==> config.mk <==
export PLATFORM = sky130hd
export DESIGN_NAME = rf_write_arbiter
export DESIGN_NICKNAME = d
export VERILOG_FILES = /design/src/rtl/rf_write_arbiter.sv
export SDC_FILE = /design/constraint.sdc
export NUM_CORES = 1
export LEC_CHECK = 0
export ABC_AREA = 1
export BUFFER_PORTS_ARGS = -buffer_cell sky130_fd_sc_hd__buf_2
export CAP_MARGIN = 5
export CORE_UTILIZATION = 54
export DETAILED_ROUTE_END_ITERATION = 12
export MAX_ROUTING_LAYER = met4
export PLACE_DENSITY_LB_ADDON = 0.3
export RECOVER_POWER = 50
export SLEW_MARGIN = 20
export SYNTH_ARGS = -nofsm -noshare
export SYNTH_HDL_FRONTEND = slang
export SYNTH_SLANG_ARGS = --single-unit
==> constraint.sdc <==
create_clock -name clk -period 6.6 [get_ports clk]
set_input_delay 0.66 -clock clk [delete_from_list [all_inputs] [get_ports clk]]
set_output_delay 0.66 -clock clk [all_outputs]
set_load 0.02 [all_outputs]
==> src/rtl/rf_write_arbiter.sv <==
// Register-file write-port arbiter: the WB stage has priority, and LLU results wait in a FIFO.
// A scoreboard of LLU-pending destinations raises the decode stall on RAW and WAW hazards.
module rf_write_arbiter #(
  parameter int DEPTH = 2
) (
  input  logic        clk,
  input  logic        reset,
  input  logic        wb_we,
  input  logic [4:0]  wb_reg,
  input  logic [31:0] wb_data,
  input  logic        llu_valid,
  input  logic [4:0]  llu_reg,
  input  logic [31:0] llu_data,
  output logic        llu_ready,
  input  logic        issue_valid,
  input  logic [4:0]  issue_reg,
  input  logic        id_valid,
  input  logic [4:0]  id_rs,
  input  logic [4:0]  id_rt,
  input  logic [4:0]  id_rd,
  input  logic        id_we,
  output logic        stall,
  output logic        RegWrite,
  output logic [4:0]  WriteRegister,
  output logic [31:0] WriteData,
  output logic [31:0] pending
);
  localparam int AW = (DEPTH > 1) ? $clog2(DEPTH) : 1;
  localparam int CW = $clog2(DEPTH + 1);

  logic [4:0]    fifo_reg  [DEPTH];
  logic [31:0]   fifo_data [DEPTH];
  logic [AW-1:0] rd_ptr, wr_ptr;
  logic [CW-1:0] count;
  logic [31:0]   pend_q, pend_nxt, eff_pend;
  logic          wb_live, empty, full, drain, push;
  logic [4:0]    head_reg;
  logic [31:0]   head_data;

  assign wb_live   = wb_we && (wb_reg != 5'd0);
  assign empty     = (count == '0);
  assign full      = (count == CW'(DEPTH));
  assign head_reg  = fifo_reg[rd_ptr];
  assign head_data = fifo_data[rd_ptr];

  // Ready depends only on registered count, so a same-cycle pop does not open a slot.
  assign llu_ready = !reset && !full;
  assign drain     = !reset && !wb_live && !empty;
  // A result for r0 is accepted but discarded.
  assign push      = llu_valid && llu_ready && (llu_reg != 5'd0);
  assign pending   = pend_q;

  always_comb begin
    RegWrite      = 1'b0;
    WriteRegister = 5'd0;
    WriteData     = 32'd0;
    if (!reset) begin
      if (wb_live) begin
        RegWrite      = 1'b1;
        WriteRegister = wb_reg;
        WriteData     = wb_data;
      end else if (drain) begin
        RegWrite      = 1'b1;
        WriteRegister = head_reg;
        WriteData     = head_data;
      end
    end
  end

  // The register being drained is covered by RegFile write-through.
  always_comb begin
    eff_pend = pend_q;
    if (drain) eff_pend[head_reg] = 1'b0;
  end

  always_comb begin
    stall = 1'b0;
    if (!reset && id_valid)
      stall = ((id_rs != 5'd0) && eff_pend[id_rs]) ||
              ((id_rt != 5'd0) && eff_pend[id_rt]) ||
              (id_we && (id_rd != 5'd0) && eff_pend[id_rd]);
  end

  // Set after clear so an issue to the register being drained stays pending.
  always_comb begin
    pend_nxt = pend_q;
    if (drain) pend_nxt[head_reg] = 1'b0;
    if (issue_valid && (issue_reg != 5'd0)) pend_nxt[issue_reg] = 1'b1;
    pend_nxt[0] = 1'b0;
  end

  always_ff @(posedge clk) begin
    if (reset) begin
      rd_ptr <= '0;
      wr_ptr <= '0;
      count  <= '0;
      pend_q <= '0;
    end else begin
      pend_q <= pend_nxt;
      if (push)  wr_ptr <= wr_ptr + AW'(1);
      if (drain) rd_ptr <= rd_ptr + AW'(1);
      case ({push, drain})
        2'b10:   count <= count + CW'(1);
        2'b01:   count <= count - CW'(1);
        default: count <= count;
      endcase
    end
  end

  always_ff @(posedge clk) begin
    if (push) begin
      fifo_reg[wr_ptr]  <= llu_reg;
      fifo_data[wr_ptr] <= llu_data;
    end
  end
endmodule

==> flow_metrics.env <==
export IMPL_outcome="finished with violations"
export IMPL_violations="capacitance limit, slew limit"
export IMPL_yosysWarnings=0
export IMPL_core_area_um2=10900
export IMPL_power_frac_seq=0.534
export IMPL_fin_crit_ns=5.31
export IMPL_largest_register_ffs=64
export IMPL_drc=0
export IMPL_clkPwrFrac=0.283
export IMPL_critPathArrivalTime_ns=4.65
export IMPL_dp_hpwl_um=12400
export IMPL_wl_per_cell_um=16.7
export IMPL_synth_area_um2=6060
export IMPL_drive_gt1_frac=0.209
export IMPL_grt_pass1_wl_um=27700
export IMPL_yosysTopAreaCellShare=0.367
export IMPL_power_internal_mw=0.991
export IMPL_muxShareOfSynthArea=0
export IMPL_placed_cell_area_um2=6980
export IMPL_slew_violations=103
export IMPL_p_sw_frac=0.311
export IMPL_fin_cells=1067
export IMPL_pre_cts_slack_ns=2.14
export IMPL_cpMostUsedCell="nand2_1"
export IMPL_diodes=0
export IMPL_synth_edf_count=74
export IMPL_die_h_um=108
export IMPL_grt_setup_unrepaired="no"
export IMPL_die_x_um=108
export IMPL_insertion_delay_ns=0.39
export IMPL_ir_worst_vdd_uv=145
export IMPL_ys_seq_area_frac=0.486
export IMPL_cp_end_kind="output pin"
export IMPL_h_tree_depth=3
export IMPL_clockBufferDepth=2
export IMPL_finalHoldViolations=0
export IMPL_root_buffer="clkbuf_8"
export IMPL_yosys_area_share_simple=0.303
export IMPL_syn_mean_instance_area_um2=7.86
export IMPL_fin_skew_ns=0.0127
export IMPL_grt_max_degree=43
export IMPL_yosysUniqueCellTypes=33
export IMPL_setup_tns_ns=0
export IMPL_worstPathMaxFanout=40
export IMPL_synth_area_leaders="edfxtp_1 (37%), nand2_1 (14%), dfxtp_1 (12%)"
export IMPL_place_gp_congestion=1.04
export IMPL_worstPathRequired_ns=5.94
export IMPL_p_sw_mw=0.447
export IMPL_detail_route_antenna_nets=0
export IMPL_synth_commonest_cells="nand2_1 (228), nand3_1 (112), a21oi_1 (84)"
export IMPL_start_kind="primary input"
export IMPL_power_leakage_nw=2.84
export IMPL_clk_pin_slew_ns=0.11
export IMPL_fin_ws_ns=1.29
export IMPL_avgViaCountPerCell=5.78
export IMPL_hold_buffers=0
export IMPL_ys_flop_type="edfxtp_1"
export IMPL_grt_use_total=0.322
export IMPL_drt_first_iter_violations=510
export IMPL_pwr_share_comb=0.183
export IMPL_dp_cells=1050
export IMPL_finalSetupViolations=0
export IMPL_final_cell_area_um2=7100
export IMPL_vias=6171
export IMPL_cts_sinks=110
export IMPL_first_pass_iters=6
export IMPL_synth_most_common_cell="nand2_1"
export IMPL_area_growth_pct=17.1
export IMPL_worstMarginPinSlew_ns=1.97
export IMPL_grt_overflow_total=0
export IMPL_synthAdderAreaFrac=0.00206
export IMPL_wl_um=17800
export IMPL_cts_tree="yes"
export IMPL_numCtsBuffers=9
export IMPL_first_global_vias=5727
export IMPL_relSlewSlack=-0.312
export IMPL_start_util=0.557
export IMPL_cpPeakStageDelay_ns=1.31
export IMPL_min_path_type="primary input to register"
export IMPL_yosysTopAreaCell="edfxtp_1"
export IMPL_drv_cap=3
export IMPL_postSynthCellCount=771
export IMPL_rows=38
export IMPL_layout_nets=1024
export IMPL_path_cells="clkbuf_1, inv_2, o21ai_2, a21oi_4, buf_4, a21boi_0, inv_1, nand2_1, nand3_1, nand3_1, nand2_1, nand2_1, nor2_1, a21oi_1, buf_2"
export IMPL_dieArea_um2=11700
export IMPL_synth_top_family_by_area="simple AND/OR/NAND/NOR gates"
export IMPL_crit_type="primary input to output pin"
export IMPL_async_reset_ff_frac=0
export IMPL_synthesis_nets=873
export IMPL_port_buffers=171
export IMPL_synth_compound_area_frac=0.152
export IMPL_fmax_mhz=188
export IMPL_crit_slowest_cell="clkbuf_1"
export IMPL_ys_ff_latch=110
export IMPL_powerDensity_nw_per_um2=203
export IMPL_postCtsSetupRepairBufs=0
export IMPL_fin_crit_sh=0.804
export IMPL_synthXorXnorAreaFrac=0
export IMPL_grt_antenna_before_repair=0
export IMPL_num_io_pins=173
export IMPL_post_cts_resized=0
## layout by cell type (no fill, tap or decap), drive strengths merged, types with 2 or more instances in the layout
master,netlist,layout
a21boi,12,12
a21oi,84,84
a31o,32,32
buf,13,120
clkbuf,24,66
clkinv,5,8
dfxtp,36,36
edfxtp,74,74
inv,41,44
nand2,238,238
nand3,115,115
nor2,62,62
nor3,11,11
o21ai,15,15
o21bai,2,2
or2,2,2
## path summary, 6_finish.rpt
path / slack, ns / to / cells after the start / start
max: 1.29 / stall / 15 / reset
min: 0.46 / fifo_data[0][4]$_DFFE_PP_ / 1 / llu_data[4]
max reg2reg: 3.22 / fifo_data[0][21]$_DFFE_PP_ / 7 / count[0]$_SDFFE_PP0P_
min reg2reg: 0.47 / rd_ptr$_SDFFE_PP0N_ / 1 / rd_ptr$_SDFFE_PP0N_
## kinds of logic (layout without fill, tap and decap cells)
logic type,after synthesis,count (layout)
and+or+nand+nor,431,431
adders and majority gates,1,1
buffers and inverters,83,239
other,1,1
DFF,110,110
AOI/OAI and AO/OA,145,145
## layer usage
layer,vias to the layer above,track usage,routed length [µm]
met4,0,0.165,678
met5,-,-,0
met3,52,0.0567,1720
li1,2934,-,-
met1,2813,0.381,6790
met2,372,0.525,8630
## power groups by stage
stage	Clock, mW	Combinational [mW]	Sequential [mW]
2_1_floorplan	0	0.164	0.786
3_3_place_gp	0	0.257	0.783
3_5_place_dp	0	0.262	0.783
4_1_cts	0.408	0.263	0.768
5_1_grt	0.432	0.286	0.770
6_report	0.407	0.263	0.768
## worst max-delay path, delay by kind of cell
| family | cells | cell delay (ns) |
|---|---|---|
| buffers and inverters | 5 | 2.67 |
| AOI/OAI and AO/OA | 4 | 0.91 |
| and+or+nand+nor | 6 | 0.38 |
## per-stage QoR
step / hold WS (ns) / utilization / power (mW)
after global placement: 0.437 / 0.641 / 1.04
after CTS: 0.442 / 0.659 / 1.44
after detailed placement: 0.452 / 0.641 / 1.05
after global routing: 0.442 / 0.652 / 1.49
final: 0.457 / 0.652 / 1.44
after floorplan: 0.426 / - / 0.949
## area by class of cell
type	count	area, µm²
Fill cell	1004	3790
Sequential cell	110	2940
Multi-Input combinational cell	578	2790
Timing Repair Buffer	177	825
Tap cell	140	175
Inverter	46	173
Clock buffer	9	124
Clock inverter	7	71.3
Note: power is estimated with default switching activity, not from simulation.
